### src/rtl/mb_pkg.sv
// Shared Modbus RTU definitions: receive FSM states, CRC-16/Modbus constants and
// the silence-timing factor used by the frame receiver (and later the transmit framer).
package mb_pkg;

  typedef enum logic [1:0] {
    IDLE  = 2'd0,
    RECV  = 2'd1,
    CHECK = 2'd2,
    HOLD  = 2'd3
  } mb_state_e;

  localparam logic [15:0] MB_CRC_INIT  = 16'hFFFF;
  localparam logic [15:0] MB_CRC_POLY  = 16'hA001;
  localparam logic [7:0]  MB_BROADCAST = 8'h00;

  // 3.5 characters of 11 bits each, rounded up to whole bit times
  localparam int unsigned MB_SIL_FACTOR = 39;

endpackage

### src/rtl/mb_crc16.sv
// Combinational CRC-16/Modbus byte update (reflected poly 0xA001), eight unrolled
// bit steps. Shared between the receive and transmit framers.
module mb_crc16
  import mb_pkg::*;
(
  input  logic [15:0] crc_in,
  input  logic [7:0]  byte_in,
  output logic [15:0] crc_out
);

  logic [15:0] crc_acc;

  always_comb begin
    crc_acc = crc_in ^ {8'h00, byte_in};
    for (int i = 0; i < 8; i++) begin
      crc_acc = crc_acc[0] ? ((crc_acc >> 1) ^ MB_CRC_POLY) : (crc_acc >> 1);
    end
    crc_out = crc_acc;
  end

endmodule

### src/rtl/mb_frame_rx.sv
// Modbus RTU frame assembler: buffers UART bytes, ends frames on 3.5-char silence,
// checks length/CRC and holds good frames until acked. Optional MB_ADDR_FILTER_EN.
module mb_frame_rx
  import mb_pkg::*;
#(
  parameter int CLK_FREQ = 50000000,
  parameter int UART_BPS = 115200,
  parameter int MAX_LEN  = 256,
  parameter int ADDR_W   = $clog2(MAX_LEN)
) (
  input  logic              clk,
  input  logic              rst_n,
  input  logic              byte_valid,
  input  logic [7:0]        byte_data,
  input  logic [7:0]        slave_addr,
  input  logic              frame_ack,
  input  logic [ADDR_W-1:0] rd_addr,
  output logic [7:0]        rd_data,
  output logic              frame_valid,
  output logic              frame_err,
  output logic [ADDR_W:0]   frame_len,
  output logic              byte_drop
);

  localparam int unsigned   SIL_CNT  = (CLK_FREQ / UART_BPS) * MB_SIL_FACTOR;
  localparam logic [23:0]   SIL_TERM = 24'(SIL_CNT - 1);
  localparam logic [ADDR_W:0] LEN_MAX = (ADDR_W + 1)'(MAX_LEN);

  mb_state_e         state_q, state_d;
  logic [ADDR_W:0]   len_q, len_d;
  logic [15:0]       crc_q, crc_d;
  logic              ovf_q, ovf_d;
  logic [23:0]       sil_q, sil_d;
  logic              frame_valid_q, frame_valid_d;
  logic              frame_err_q, frame_err_d;
  logic              byte_drop_q, byte_drop_d;
  logic [ADDR_W:0]   frame_len_q, frame_len_d;
  logic [7:0]        rd_data_q, rd_data_d;
  logic [7:0]        mem [MAX_LEN];
  logic              wr_en;
  logic [ADDR_W-1:0] wr_addr;
  logic [15:0]       crc_src, crc_next;
  logic              go_idle;
  logic              addr_ok;

  // The first byte of a frame always starts a fresh CRC, whatever crc_q holds
  assign crc_src = (state_q == IDLE) ? MB_CRC_INIT : crc_q;

  mb_crc16 u_crc (
    .crc_in  (crc_src),
    .byte_in (byte_data),
    .crc_out (crc_next)
  );

`ifdef MB_ADDR_FILTER_EN
  logic [7:0] addr0_q, addr0_d;
  assign addr0_d = (state_q == IDLE && byte_valid) ? byte_data : addr0_q;
  assign addr_ok = (addr0_q == slave_addr) || (addr0_q == MB_BROADCAST);
  always_ff @(posedge clk or negedge rst_n) begin
    if (!rst_n) addr0_q <= 8'h00;
    else        addr0_q <= addr0_d;
  end
`else
  logic unused_slave_addr;
  assign unused_slave_addr = ^slave_addr;
  assign addr_ok = 1'b1;
`endif

  always_comb begin
    state_d       = state_q;
    len_d         = len_q;
    crc_d         = crc_q;
    ovf_d         = ovf_q;
    sil_d         = sil_q;
    frame_valid_d = 1'b0;
    frame_err_d   = 1'b0;
    byte_drop_d   = 1'b0;
    frame_len_d   = frame_len_q;
    rd_data_d     = mem[rd_addr];
    wr_en         = 1'b0;
    wr_addr       = len_q[ADDR_W-1:0];
    go_idle       = 1'b0;

    case (state_q)
      IDLE: begin
        if (byte_valid) begin
          wr_en   = 1'b1;
          wr_addr = '0;
          len_d   = (ADDR_W + 1)'(1);
          crc_d   = crc_next;
          sil_d   = '0;
          state_d = RECV;
        end
      end
      RECV: begin
        if (byte_valid) begin
          sil_d = '0;
          if (len_q < LEN_MAX) begin
            wr_en = 1'b1;
            len_d = len_q + (ADDR_W + 1)'(1);
            crc_d = crc_next;
          end else begin
            ovf_d       = 1'b1;
            byte_drop_d = 1'b1;
          end
        end else begin
          sil_d = (sil_q == '1) ? sil_q : sil_q + 24'd1;
          if (sil_d == SIL_TERM) state_d = CHECK;
        end
      end
      CHECK: begin
        byte_drop_d = byte_valid;
        if (len_q >= (ADDR_W + 1)'(4) && crc_q == 16'h0000 && !ovf_q) begin
          if (addr_ok) begin
            frame_len_d   = len_q - (ADDR_W + 1)'(2);
            frame_valid_d = 1'b1;
            state_d       = HOLD;
          end else begin
            go_idle = 1'b1;
          end
        end else begin
          frame_err_d = 1'b1;
          go_idle     = 1'b1;
        end
      end
      HOLD: begin
        byte_drop_d = byte_valid;
        if (frame_ack) go_idle = 1'b1;
      end
      default: go_idle = 1'b1;
    endcase

    if (go_idle) begin
      state_d = IDLE;
      len_d   = '0;
      crc_d   = MB_CRC_INIT;
      ovf_d   = 1'b0;
      sil_d   = '0;
    end
  end

  // ---- registered control and outputs ----
  always_ff @(posedge clk or negedge rst_n) begin
    if (!rst_n) begin
      state_q       <= IDLE;
      len_q         <= '0;
      crc_q         <= MB_CRC_INIT;
      ovf_q         <= 1'b0;
      sil_q         <= '0;
      frame_valid_q <= 1'b0;
      frame_err_q   <= 1'b0;
      byte_drop_q   <= 1'b0;
      frame_len_q   <= '0;
      rd_data_q     <= 8'h00;
    end else begin
      state_q       <= state_d;
      len_q         <= len_d;
      crc_q         <= crc_d;
      ovf_q         <= ovf_d;
      sil_q         <= sil_d;
      frame_valid_q <= frame_valid_d;
      frame_err_q   <= frame_err_d;
      byte_drop_q   <= byte_drop_d;
      frame_len_q   <= frame_len_d;
      rd_data_q     <= rd_data_d;
    end
  end

  // ---- frame buffer, not reset ----
  always_ff @(posedge clk) begin
    if (wr_en) mem[wr_addr] <= byte_data;
  end

  assign rd_data     = rd_data_q;
  assign frame_valid = frame_valid_q;
  assign frame_err   = frame_err_q;
  assign frame_len   = frame_len_q;
  assign byte_drop   = byte_drop_q;

endmodule

### config.mk
export PLATFORM = sky130hd
export DESIGN_NAME = mb_frame_rx
export DESIGN_NICKNAME = d
export VERILOG_FILES = /design/src/rtl/mb_pkg.sv /design/src/rtl/mb_crc16.sv /design/src/rtl/mb_frame_rx.sv
export SDC_FILE = /design/constraint.sdc
export NUM_CORES = 2
export LEC_CHECK = 0
export ABC_AREA = 1
export BUFFER_PORTS_ARGS = -buffer_cell sky130_fd_sc_hd__buf_2
export CAP_MARGIN = 20
export CELL_PAD_IN_SITES_DETAIL_PLACEMENT = 1
export CELL_PAD_IN_SITES_GLOBAL_PLACEMENT = 2
export CORE_MARGIN = 5
export CORE_UTILIZATION = 40
export DETAILED_ROUTE_END_ITERATION = 10
export PLACE_DENSITY = 0.83
export SLEW_MARGIN = 20
export SYNTH_ARGS = -nofsm -noshare
export SYNTH_HDL_FRONTEND = slang
export SYNTH_SLANG_ARGS = --single-unit
### constraint.sdc
create_clock -name clk -period 6.97 [get_ports clk]
set_clock_uncertainty 0.05 [all_clocks]
set_input_delay 0.3485 -clock clk [delete_from_list [all_inputs] [get_ports clk]]
set_output_delay 0.3485 -clock clk [all_outputs]
set_load 0.05 [all_outputs]
# [Word level (Yosys, flattened, before mapping)]
# Memories as Yosys holds them, arrays and structs flattened. A register that Yosys moved wholly into a read port is not among the register bits.
# Cells that the tools add are included.
[op_classes] n_addsub=3 magnitude_cmp=2 eq_ne=12 n_mux=51 bitwise_logic=9 reduce_logical=16
[ops] op="16-bit two-way mux" n=13
[ops] op="24-bit two-way mux" n=4
[ops] op="24-bit one-hot mux with 2 select lines" n=1
[ops] op="9-bit two-way mux" n=4
[ops] op="16-bit one-hot mux with 2 select lines" n=1
[ops] op="24-bit by 1-bit adder with 24-bit output (second input constant)" n=1
[ops] op="24-bit by 15-bit equality test with 1-bit output (second input constant)" n=1
[ops] op="24-bit equality test (second input constant)" n=1
[ops] op="2-bit NOT with 3-bit output" n=8
[ops] op="3-bit != test (second input constant)" n=6
[ops] op="9-bit one-hot mux with 2 select lines" n=1
[ops] op="16-bit logical NOT" n=1
[ops] op="1-bit two-way mux" n=16
[ops] op="8-bit two-way mux" n=2
[ops] op="16-bit by 8-bit bitwise XOR with 16-bit output" n=1
[ops] op="2-bit two-way mux" n=5
[ops] op="9-bit by 1-bit adder with 9-bit output (second input constant)" n=1
[ops] op="9-bit by 3-bit >= comparator with 1-bit output (second input constant)" n=1
[ops] op="9-bit less-than comparator (second input constant)" n=1
[ops] op="9-bit by 2-bit subtractor with 9-bit output (second input constant)" n=1
[ops] op="1-bit one-hot mux with 2 select lines" n=3
[ops] op="2-bit one-hot mux with 3 select lines" n=1
[ops] op="5-bit AND reduction" n=1
[ops] op="2-bit equality test (second input constant)" n=2
[ops] op="other kinds (12)" n=16
[totals] regBits=64 mem_bits_rw=2048 input_bits=28 memories=1
[memory_table] name="mem" words=256 word_bits=8 read_ports=1 rd_clocked_by_memory_dff=1 wr=1 line="mb_frame_rx.sv:39" text="logic [7:0] mem [MAX_LEN];"

# [Longest topological paths before layout]
[logic_depth] word_depth=23 mapped_depth=19

# [Cells and area by module]
# Synthesis repeated with hierarchy kept, for this count alone.
[unflattened] hier_cells=7110 hier_area_um2=86450.4
[by_module_without_submodules] module="mb_frame_rx" instances=1 cells_per_inst=7020 area_each_um2=85888.6 seq_area_each_um2=63320.7
[by_module_without_submodules] module="mb_crc16" instances=1 cells_per_inst=90 area_each_um2=561.8 seq_area_each_um2=0.0

# [Worst setup path before layout]
# OpenSTA, ideal clock, no wires.
[synth_timing] kind="reg-to-reg" startpoint="register state_q[0]" endpoint="memory mem[107][0], enable pin" setup_time_ps=370 arrival_ps=2284 required_time_ps=6550 setup_slack_ps=4266 path_stages_with_launch=10 n_path_buf=2 period_less_slack_ps=2704 path_cell_list="dfrtp_1 inv_1 ha_1 buf_2 nand2_2 nand2_1 nor4_1 nand3_1 buf_2 nor2_1"
[synth_between] elab_chain_len=4 elab_cells_between_ends=6 cone_classes="1 x eq/ne; 4 x mux; 1 x reduce/logical"
[synth_rtl] item="start: declaration" line="mb_frame_rx.sv:29" text="mb_state_e state_q, state_d;"
[synth_rtl] item="start signal: assignment" line="mb_frame_rx.sv:156" text="state_q <= state_d;"
[synth_rtl] item="2-bit by 1-bit equality test with 1-bit output or 2-bit logical NOT (tied branches)" line="mb_frame_rx.sv:84" text="case (state_q)"
[synth_rtl] item="1-bit one-hot mux with 2 select lines" line="mb_frame_rx.sv:84"
[synth_rtl] item="1-bit two-way mux" line="mb_frame_rx.sv:171" text="if (wr_en) mem[wr_addr] <= byte_data;"
[synth_rtl] item="1-bit two-way mux (not written as such)" line="mb_frame_rx.sv:171"
[synth_rtl] item="end: declaration" line="mb_frame_rx.sv:39"
# Several ways; a longest one is shown, not always the timed one.

# [Worst setup path in the final report]
[layout_timing] startpoint="register state_q[0]" endpoint="memory mem[255][1], enable pin"
# The elaborated chain is that of the path after synthesis.

==> impl_metrics.ini <==
[outcome]
status = finished, final reports clean

[grt]
antenna_found_initial = 6
grt_pass1_wl_um = 380000
grt_max_degree = 328
gr-usage-all-layers_pct = 22.4
grt_pass1_vias = 59300
overflow = 0

[worst_setup_path]
worstSetupPathType = reg -> reg
worstSetupStartpointType = flop
critical_path.max_stage_delay_ns = 0.92
rrSetupSlack_ns = 2.34
cpMostUsedCell = nand2_2
crit_fanout = 13
r2r_start = state_q[0]
end_kind = flop
required_ns = 7.42
cpLargestDelayFamily = simple AND/OR/NAND/NOR gates
crit_chain = inv_1 -> ha_1 -> nand2_2 -> nand2_1 -> nor4_1 -> nand2_2 -> buf_4 -> nor2_1
cp.arrival_ns = 5.08
critPathBufInv = 2
slowest_stage = nand2_2
r2r-end = mem[255][1]
worstRegToRegCells = 8

[routing]
drtIter0Drc = 5540
wl_met2_um = 124000
wl_met3_um = 16800
viasPerCell = 5.79
ant_nets = 0
first_pass_iters = 5
vias = 57400
drcViolationCount = 0
routed_wirelength_um = 257000
top_layer = met5
wire_per_inst_um = 25.9
m1WireLength_um = 106000

[yosys]
syn_inst = 7040
synthFlopType = edfxtp_1
netlist_area_um2 = 86000
syn-num-nets = 7076
avgSynthCellArea_um2 = 12.2
synthArstFlopShare_pct = 3.40
yosysTopAreaCell = edfxtp_1
ys_ff_latch = 2120
synth-edff-count = 2048
seq_area_frac_synth_pct = 73.6
synth_top_area_share_pct = 71.5
synth.area.top_cells = edfxtp_1 72%, o21ai_0 6.2%, nor2_1 5.9%, o22ai_1 3.7%, nand3_1 3.2%
synth_warnings = 0
synth_cell_types = 42

[cts]
cts_max_level = 4
insertion_delay_ns = 0.88
max-clock-path-buffers = 3
cts_tree = done
cts_inserted_buffers = 215
cts.sinks = 2120
cts.clk_slew.worst_paths_ns = 0.06
root_buffer = clkbuf_16
cts-resized-gates = 0

[power_and_ir_drop]
p_per_area_nw_per_um2 = 295
leakagePower_nw = 30.8
p_total_w = 0.0282
irDropWorstVdd_v = 0.000215

[die]
die_x_um = 474
ios = 48
initial_core_util_pct = 40.1
rows = 170
die_h_um = 474
dieArea_um2 = 224000
coreArea_um2 = 214000

[sta]
period_share_pct = 66.4
timing.fmax_mhz = 216
maxSlewHeadroom_pct = 19.1
setup_viol_count_final = 0
worst_slack_ns = 2.34
hold_viol = 0
rsz0062_at_grt = false
hold_slack_ns = 0.0605
tns_ns = 0
final.min_clock_period_ns = 4.63
tightest_slew_ns = 1.21
slew_violations = 0

[place]
gp_congestion = 0.799
pre_cts_slack_ns = 2.36
io_buffers = 39
dp_hpwl_um = 140000

[cells_and_area]
final_cell_mix = 2048 x edfxtp_1, 1357 x nor2_1, 1066 x o21ai_0, 706 x nand2_1, 541 x nand3_1
fill_cells = 22100
drive_above_1_share_pct = 7.03
final_core_util_pct = 44.6
area_growth_pct = 11.1
layout_commonest_cell = edfxtp_1
final_nets = 6927

[run]
maxCapViolations = 0

[worst_hold_path]
hp-class = in -> async
[logic make-up after synthesis]
| group | count (synthesis) | share of synthesized area, % |
|---|---|---|
| xor gates and xnor gates | 30 | 0.306 |
| and+or+nand+nor | 2675 | 12.7 |
| AOI/OAI and AO/OA | 1612 | 10.2 |
| buffers and inverters | 591 | 3.05 |
| muxes | 4 | 0.0466 |
| DFF | 2120 | 73.6 |
| adders and majority gates | 8 | 0.116 |
[sequential cells by signal (all words and copies together), names as in the netlist, 2 cells and up]
signal and flops:
sil_q 24, mem 2048, state_q 2, crc_q 16, len_q 9, rd_data 8, frame_len 9
[worst max-delay path by stage]
stage / startpoint / to / slack [ns] / cells past startpoint
floorplan: state_q[0] / mem[107][0] / 4.27 / 9
global placement: state_q[0] / mem[255][1] / 2.35 / 8
detailed placement: state_q[0] / mem[255][1] / 2.36 / 8
CTS: state_q[0] / mem[255][6] / 2.36 / 8
global route: state_q[0] / mem[255][4] / 2.19 / 8
finish: state_q[0] / mem[255][1] / 2.34 / 8
[area by class of cell]
class	count	area, um2	area share [%]
Timing Repair Buffer	131	1200	1.26
Sequential cell	2120	63300	66.3
Antenna cell	3	7.51	0.00785
Multi-Input combinational cell	4329	20100	21.0
Tap cell	2838	3550	3.72
Inverter	94	397	0.415
Clock inverter	127	1300	1.36
Clock buffer	272	5690	5.95
[repair_timing]
action	4_1_cts	5_1_grt
hold endpoints to repair	465	0
buffers inserted	0	0
hold buffers	12	0
setup endpoints to repair	0	0
[Yosys cell counts, drive strengths merged, types with 9 or more instances]
cell    number
nand3      548
inv         92
dfstp       16
a21oi        9
clkbuf     300
o22ai      515
nor3        13
buf        197
edfxtp    2048
dfrtp       56
o21ai     1078
nand2      727
xnor2       11
nor2      1368
xor2        19
nand4       14
[stage by stage]
step                instances  cell area (um2)
floorplan                7040            86000
global placement         9500            88500
detailed placement       9500            88500
CTS                      9911            95600
global route             9913            95600
finish                   9914            95600
[report_power, final]
| part | total, W | leakage (nW) | internal, W | switching, W |
|---|---|---|---|---|
| logic | 0.00252 | 8.05 | 0.000594 | 0.00193 |
| registers | 0.0142 | 19.3 | 0.0141 | 0.0000815 |
| clock network | 0.0115 | 3.38 | 0.00647 | 0.00500 |
[routing by layer]
metal  up-vias  GRT usage (%)
met5         -              0
met4         4           8.29
met3       454           3.52
met2      1887           37.2
met1     29700           29.9
li1      25400              -
Note: power is estimated with default switching activity, not from simulation.
